[src/rtl/sram_access_sequencer_if.sv]
// Command/status and SRAM pin bundle for the SRAM access sequencer.
// The slave side is the sequencer; the master side is the controller plus SRAM model.
interface sram_access_sequencer_if #(
   parameter int ADDR_W = 11,
   parameter int DATA_W = 8
);
   logic [ADDR_W-1:0] cmd_addr;
   logic [DATA_W-1:0] cmd_wdata;
   logic              cmd_rw;
   logic              cmd_go;
   logic              busy;
   logic              done;
   logic              overrun;
   logic [DATA_W-1:0] rdata;
   logic [ADDR_W-1:0] sram_addr;
   logic              sram_ce_n;
   logic              sram_oe_n;
   logic              sram_we_n;
   logic [DATA_W-1:0] sram_dq_out;
   logic              sram_dq_oe;
   logic [DATA_W-1:0] sram_dq_in;

   modport master (
      output cmd_addr, cmd_wdata, cmd_rw, cmd_go, sram_dq_in,
      input  busy, done, overrun, rdata,
      input  sram_addr, sram_ce_n, sram_oe_n, sram_we_n, sram_dq_out, sram_dq_oe
   );

   modport slave (
      input  cmd_addr, cmd_wdata, cmd_rw, cmd_go, sram_dq_in,
      output busy, done, overrun, rdata,
      output sram_addr, sram_ce_n, sram_oe_n, sram_we_n, sram_dq_out, sram_dq_oe
   );
endinterface

[src/rtl/sram_access_sequencer.sv]
// Single-access asynchronous SRAM sequencer: SETUP, WAIT_CYCLES strobe cycles, HOLD.
// Every SRAM-facing output is a flop so the pad timing is clean.
module sram_access_sequencer #(
   parameter int ADDR_W      = 11,
   parameter int DATA_W      = 8,
   parameter int WAIT_CYCLES = 2
) (
   input logic clk,
   input logic reset,
   sram_access_sequencer_if.slave bus
);

   localparam int EFF_WAIT = (WAIT_CYCLES < 1) ? 1 : WAIT_CYCLES;
   localparam int CNT_W    = (EFF_WAIT > 1) ? $clog2(EFF_WAIT + 1) : 1;

   typedef enum logic [1:0] {
      IDLE,
      SETUP,
      ACCESS,
      HOLD
   } state_t;

   state_t            state;
   logic              go_q;
   logic              go_rise;
   logic [CNT_W-1:0]  cnt;

   logic [ADDR_W-1:0] addr_q;
   logic [DATA_W-1:0] wdata_q;
   logic              rw_q;

   logic              busy_r;
   logic              done_r;
   logic              overrun_r;
   logic [DATA_W-1:0] rdata_r;
   logic [ADDR_W-1:0] addr_r;
   logic              ce_n_r;
   logic              oe_n_r;
   logic              we_n_r;
   logic [DATA_W-1:0] dq_out_r;
   logic              dq_oe_r;

   assign go_rise = bus.cmd_go & ~go_q;

   assign bus.busy        = busy_r;
   assign bus.done        = done_r;
   assign bus.overrun     = overrun_r;
   assign bus.rdata       = rdata_r;
   assign bus.sram_addr   = addr_r;
   assign bus.sram_ce_n   = ce_n_r;
   assign bus.sram_oe_n   = oe_n_r;
   assign bus.sram_we_n   = we_n_r;
   assign bus.sram_dq_out = dq_out_r;
   assign bus.sram_dq_oe  = dq_oe_r;

   // Outputs are loaded on the edge that enters each state, so they are valid
   // for the whole cycle spent in that state.
   always_ff @(posedge clk) begin
      if (reset) begin
         state     <= IDLE;
         go_q      <= 1'b0;
         cnt       <= '0;
         addr_q    <= '0;
         wdata_q   <= '0;
         rw_q      <= 1'b0;
         busy_r    <= 1'b0;
         done_r    <= 1'b0;
         overrun_r <= 1'b0;
         rdata_r   <= '0;
         addr_r    <= '0;
         ce_n_r    <= 1'b1;
         oe_n_r    <= 1'b1;
         we_n_r    <= 1'b1;
         dq_out_r  <= '0;
         dq_oe_r   <= 1'b0;
      end else begin
         go_q <= bus.cmd_go;

         // A request outside IDLE (including the HOLD->IDLE edge) is never executed.
         if (go_rise && (state != IDLE)) begin
            overrun_r <= 1'b1;
         end

         case (state)
            IDLE: begin
               if (go_rise) begin
                  addr_q    <= bus.cmd_addr;
                  wdata_q   <= bus.cmd_wdata;
                  rw_q      <= bus.cmd_rw;
                  done_r    <= 1'b0;
                  overrun_r <= 1'b0;
                  busy_r    <= 1'b1;
                  addr_r    <= bus.cmd_addr;
                  dq_out_r  <= bus.cmd_wdata;
                  dq_oe_r   <= bus.cmd_rw;
                  ce_n_r    <= 1'b0;
                  oe_n_r    <= 1'b1;
                  we_n_r    <= 1'b1;
                  state     <= SETUP;
               end else begin
                  busy_r  <= 1'b0;
                  ce_n_r  <= 1'b1;
                  oe_n_r  <= 1'b1;
                  we_n_r  <= 1'b1;
                  dq_oe_r <= 1'b0;
               end
            end

            SETUP: begin
               cnt      <= CNT_W'(EFF_WAIT);
               addr_r   <= addr_q;
               dq_out_r <= wdata_q;
               dq_oe_r  <= rw_q;
               ce_n_r   <= 1'b0;
               oe_n_r   <= rw_q;
               we_n_r   <= ~rw_q;
               state    <= ACCESS;
            end

            ACCESS: begin
               if (cnt == CNT_W'(1)) begin
                  if (!rw_q) begin
                     rdata_r <= bus.sram_dq_in;
                  end
                  oe_n_r <= 1'b1;
                  we_n_r <= 1'b1;
                  state  <= HOLD;
               end else begin
                  cnt <= cnt - CNT_W'(1);
               end
            end

            HOLD: begin
               done_r  <= 1'b1;
               busy_r  <= 1'b0;
               ce_n_r  <= 1'b1;
               oe_n_r  <= 1'b1;
               we_n_r  <= 1'b1;
               dq_oe_r <= 1'b0;
               state   <= IDLE;
            end

            default: begin
               state <= IDLE;
            end
         endcase
      end
   end

endmodule

[src/flat_wrapper.sv]
// flat-port wrapper written by rule: the top's interface ports become plain ports
module sram_access_sequencer_flat 
#(
   parameter int ADDR_W      = 11,
   parameter int DATA_W      = 8,
   parameter int WAIT_CYCLES = 2
)
  (clk, reset, bus_cmd_addr, bus_cmd_wdata, bus_cmd_rw, bus_cmd_go, bus_sram_dq_in, bus_busy, bus_done, bus_overrun, bus_rdata, bus_sram_addr, bus_sram_ce_n, bus_sram_oe_n, bus_sram_we_n, bus_sram_dq_out, bus_sram_dq_oe);
  sram_access_sequencer_if #(.ADDR_W(ADDR_W), .DATA_W(DATA_W)) bus_i ();
  input logic clk;
  input logic reset;
  input wire logic [$bits(bus_i.cmd_addr)-1:0] bus_cmd_addr;
  input wire logic [$bits(bus_i.cmd_wdata)-1:0] bus_cmd_wdata;
  input wire logic [$bits(bus_i.cmd_rw)-1:0] bus_cmd_rw;
  input wire logic [$bits(bus_i.cmd_go)-1:0] bus_cmd_go;
  input wire logic [$bits(bus_i.sram_dq_in)-1:0] bus_sram_dq_in;
  output wire logic [$bits(bus_i.busy)-1:0] bus_busy;
  output wire logic [$bits(bus_i.done)-1:0] bus_done;
  output wire logic [$bits(bus_i.overrun)-1:0] bus_overrun;
  output wire logic [$bits(bus_i.rdata)-1:0] bus_rdata;
  output wire logic [$bits(bus_i.sram_addr)-1:0] bus_sram_addr;
  output wire logic [$bits(bus_i.sram_ce_n)-1:0] bus_sram_ce_n;
  output wire logic [$bits(bus_i.sram_oe_n)-1:0] bus_sram_oe_n;
  output wire logic [$bits(bus_i.sram_we_n)-1:0] bus_sram_we_n;
  output wire logic [$bits(bus_i.sram_dq_out)-1:0] bus_sram_dq_out;
  output wire logic [$bits(bus_i.sram_dq_oe)-1:0] bus_sram_dq_oe;
  assign bus_i.cmd_addr = bus_cmd_addr;
  assign bus_i.cmd_wdata = bus_cmd_wdata;
  assign bus_i.cmd_rw = bus_cmd_rw;
  assign bus_i.cmd_go = bus_cmd_go;
  assign bus_i.sram_dq_in = bus_sram_dq_in;
  assign bus_busy = bus_i.busy;
  assign bus_done = bus_i.done;
  assign bus_overrun = bus_i.overrun;
  assign bus_rdata = bus_i.rdata;
  assign bus_sram_addr = bus_i.sram_addr;
  assign bus_sram_ce_n = bus_i.sram_ce_n;
  assign bus_sram_oe_n = bus_i.sram_oe_n;
  assign bus_sram_we_n = bus_i.sram_we_n;
  assign bus_sram_dq_out = bus_i.sram_dq_out;
  assign bus_sram_dq_oe = bus_i.sram_dq_oe;
  sram_access_sequencer #(.ADDR_W(ADDR_W), .DATA_W(DATA_W), .WAIT_CYCLES(WAIT_CYCLES)) u_core (.clk(clk), .reset(reset), .bus(bus_i));
endmodule
[config.mk]
export PLATFORM = sky130hd
export DESIGN_NAME = sram_access_sequencer_flat
export DESIGN_NICKNAME = d
export VERILOG_FILES = /design/src/rtl/sram_access_sequencer_if.sv /design/src/rtl/sram_access_sequencer.sv /design/src/flat_wrapper.sv
export SDC_FILE = /design/constraint.sdc
export NUM_CORES = 1
export LEC_CHECK = 0
export CAP_MARGIN = 20
export CORE_MARGIN = 2
export CORE_UTILIZATION = 25
export DETAILED_ROUTE_END_ITERATION = 10
export HOLD_SLACK_MARGIN = 0.06
export PLACE_DENSITY = 0.58
export SKIP_LAST_GASP = 1
export SLEW_MARGIN = 10
export SYNTH_ARGS = -nofsm -noshare
export SYNTH_HDL_FRONTEND = slang
export SYNTH_SLANG_ARGS = --single-unit
[constraint.sdc]
create_clock -name clk -period 1.9 [get_ports clk]
set_input_delay 0.285 -clock clk [delete_from_list [all_inputs] [get_ports clk]]
set_output_delay 0.285 -clock clk [all_outputs]
set_load 0.02 [all_outputs]
==> results_dict.tcl <==
set metrics [dict create \
    port_buffers 64 \
    cts-root-buf "clkbuf_8" \
    crit_buf_inv 2 \
    syn_avg_cell_area_um2 9.33 \
    row_count 36 \
    whs_ns 0.288 \
    status "completed" \
    vias_per_cell 4.45 \
    slowest_delay_ns 0.37 \
    drive_above_1_share_pct 11.6 \
    dpl.hpwl_mm 4.20 \
    dieArea_um2 10900 \
    drcViolationCount 0 \
    worst_slack_ns 0.195 \
    post_cts_resize_count 0 \
    powerDensity_nw_per_um2 1480 \
    instances_no_fill 469 \
    clockBufferDepth 2 \
    vias 2086 \
    firstDrtPassIters 4 \
    ir_worst_vdd_v 0.000542 \
    htreeDepth 3 \
    wl_per_cell_um 13.1 \
    syn_area_um2 2510 \
    arrival_ns 1.95 \
    fin_nets 371 \
    track_usage_pct 11.9 \
    p_leak_nw 1.31 \
    diodes 0 \
    yosysUniqueCellTypes 27 \
    cap_violations 0 \
    drtIter0Drc 53 \
    cts.sink_count 59 \
    area.growth.synth_to_final_pct 39.0 \
    antenna_found_initial 0 \
    grt_max_degree 45 \
    dp.cells 454 \
    tightest_slew_ns 0.389 \
    core_um2 9770 \
    cp_top_family "simple AND/OR/NAND/NOR gates" \
    cts.reportedPaths.clkPinSlew_ns 0.07 \
    wl_mm 6.12 \
    cts_made_buffers 9 \
    insertion_delay_ns 0.34 \
    fin_skew_ns 0.00931 \
    yosys_register_bits 59 \
    finalCritPeriodShare_pct 89.7 \
    rsz0062_at_grt "false" \
    maxSlewViolCount 0 \
    dp_slack_ns 0.112 \
    synthCells 269 \
    gp_congestion 0.792 \
    syn-num-nets 308 \
    seq_area_frac_synth_pct 47.1 \
    final.setup.tns_ns 0 \
    synth_flop_cell "dfxtp_1" \
    die_h_um 104 \
    fmax_mhz 587 \
    cts_tree "done" \
    required_ns 2.15 \
    period_needed_ns 1.70 \
    hold_buffers 0 \
    slew_headroom_pct 74.0 \
    crit_fanout 19 \
    ant_nets 0 \
    grt_pass1_wl_mm 10.3 \
    slowest_stage "dfxtp_2" \
    initial_core_util_pct 25.7 \
    hp-class "input pin to flip-flop" \
    yosysWarnings 0 \
    path_cells "inv_1 -> ha_1 -> and3b_1 -> or2_1 -> buf_4 -> a211oi_1" \
    post_cts_buffers 0 \
    critPathLaunchType "flip-flop" \
    critical_path_class "flip-flop to flip-flop" \
    die_w_um 104 \
    grt_pass1_vias 2129 \
    num_io_pins 65 \
    end_kind "flip-flop" \
    synth_edf_count 0 \
    grt_overflow 0 \
    setup_viol 0 \
    synthArstFlopShare_pct 0 \
    hold_violations 0 \
]
==> synth_stat cells (2+ instances only) <==
master	number	area share, %
clkbuf_1	13	1.9
o21ai_0	4	0.80
o221a_2	2	0.90
buf_2	7	1.4
ha_1	8	4.0
a211oi_1	10	3.0
nor2_1	13	1.9
a211oi_2	10	5.0
nor3b_1	2	0.60
mux2i_1	30	12
nor3_1	20	4.0
nand2b_1	2	0.50
inv_1	5	0.75
nor2b_1	4	1.0
buf_6	2	0.90
dfxtp_1	59	47
a21oi_1	25	5.0
nand2_1	43	6.4
nand3b_1	2	0.60
==> per-stage QoR <==
step	util (%)	total power [mW]	instance area [µm²]
after detailed placement	33.7	4.08	3300
after global placement	33.7	4.03	3300
after CTS	35.7	5.23	3490
after global routing	35.7	5.53	3490
after floorplan	-	3.29	2510
final	35.7	5.17	3490
==> layout by cell type, fill, tap and decap left out <==
cell,count
a211oi_1,10
or3_1,1
a211oi_2,10
clkinv_2,1
clkbuf_1,1
ha_1,8
inv_1,5
dfxtp_1,58
a21oi_1,25
nor2b_2,1
clkinv_4,1
nand3b_1,2
clkdlybuf4s50_1,63
mux2i_1,30
nand3_1,1
buf_12,1
nor2b_1,3
clkbuf_8,10
or2_1,1
and3b_1,1
o21ai_0,4
nor2_1,13
bufinv_16,1
buf_2,1
nor3b_1,2
nand2b_1,2
a21boi_0,1
buf_4,9
o221a_2,2
and3_1,1
xnor2_1,1
dfxtp_2,1
nand2_1,43
nor3_1,20
clkinvlp_4,1
a221oi_1,1
==> registers in the layout (all words and copies together) (netlist names), named ones only <==
register,flops
u_core.state,2
u_core.cnt,2
u_core.bus.busy,1
u_core.bus.sram_we_n,1
u_core.bus.done,1
u_core.bus.sram_addr,11
u_core.go_q,1
u_core.bus.sram_ce_n,1
u_core.bus.sram_oe_n,1
u_core.bus.sram_dq_oe,1
u_core.wdata_q,8
u_core.bus.sram_dq_out,8
u_core.addr_q,11
u_core.rw_q,1
u_core.bus.rdata,8
==> cell families (layout without fill, tap and decap cells) <==
kind of cell | after synthesis | after routing | synth area share [%]
buffers and inverters | 27 | 94 | 4.99
muxes | 30 | 30 | 12.0
DFF | 59 | 59 | 47.1
xor gates and xnor gates | 1 | 1 | 0.349
AOI/OAI and AO/OA | 53 | 53 | 15.3
and+or+nand+nor | 91 | 91 | 16.4
adders and majority gates | 8 | 8 | 3.99
==> worst reg2reg max path: stages (launching register included) <==
cell      delay [ns]
dfxtp_2         0.37
inv_1           0.09
ha_1            0.27
and3b_1         0.23
or2_1           0.22
buf_4           0.22
a211oi_1        0.23
==> metal layers <==
layer | vias up | GRT usage (%) | routed length [µm]
met5 | - | 0 | 0
met4 | 0 | 6.08 | 127
met3 | 13 | 4.70 | 385
met2 | 48 | 18.5 | 2750
met1 | 971 | 14.2 | 2860
li1 | 1054 | - | -
==> final cells by class <==
cell class / count / area, µm²
Clock buffer: 11 / 141
Clock inverter: 4 / 51.3
Fill cell: 1029 / 6280
Inverter: 5 / 18.8
Multi-Input combinational cell: 183 / 1210
Sequential cell: 59 / 1180
Tap cell: 133 / 166
Timing Repair Buffer: 74 / 723
==> power breakdown <==
| part | leakage [nW] | switching [mW] | internal [mW] | total (mW) |
|---|---|---|---|---|
| combinational | 0.735 | 1.26 | 1.05 | 2.31 |
| clock | 0.0954 | 0.487 | 0.634 | 1.12 |
| sequential | 0.484 | 0.188 | 1.55 | 1.73 |
==> worst paths after layout <==
path,from,endpoint,slack [ns],depth (start not counted)
max,u_core.state[1]$_SDFFE_PP0P_,u_core.bus.sram_dq_out[7]$_SDFFE_PP0P_,0.20,6
min,reset,u_core.bus.rdata[0]$_SDFFE_PP0P_,0.29,2
max reg2reg,u_core.state[1]$_SDFFE_PP0P_,u_core.bus.sram_dq_out[7]$_SDFFE_PP0P_,0.20,6
min reg2reg,u_core.addr_q[0]$_SDFFE_PP0P_,u_core.addr_q[0]$_SDFFE_PP0P_,0.46,2
Note: power is estimated with default switching activity, not from simulation.
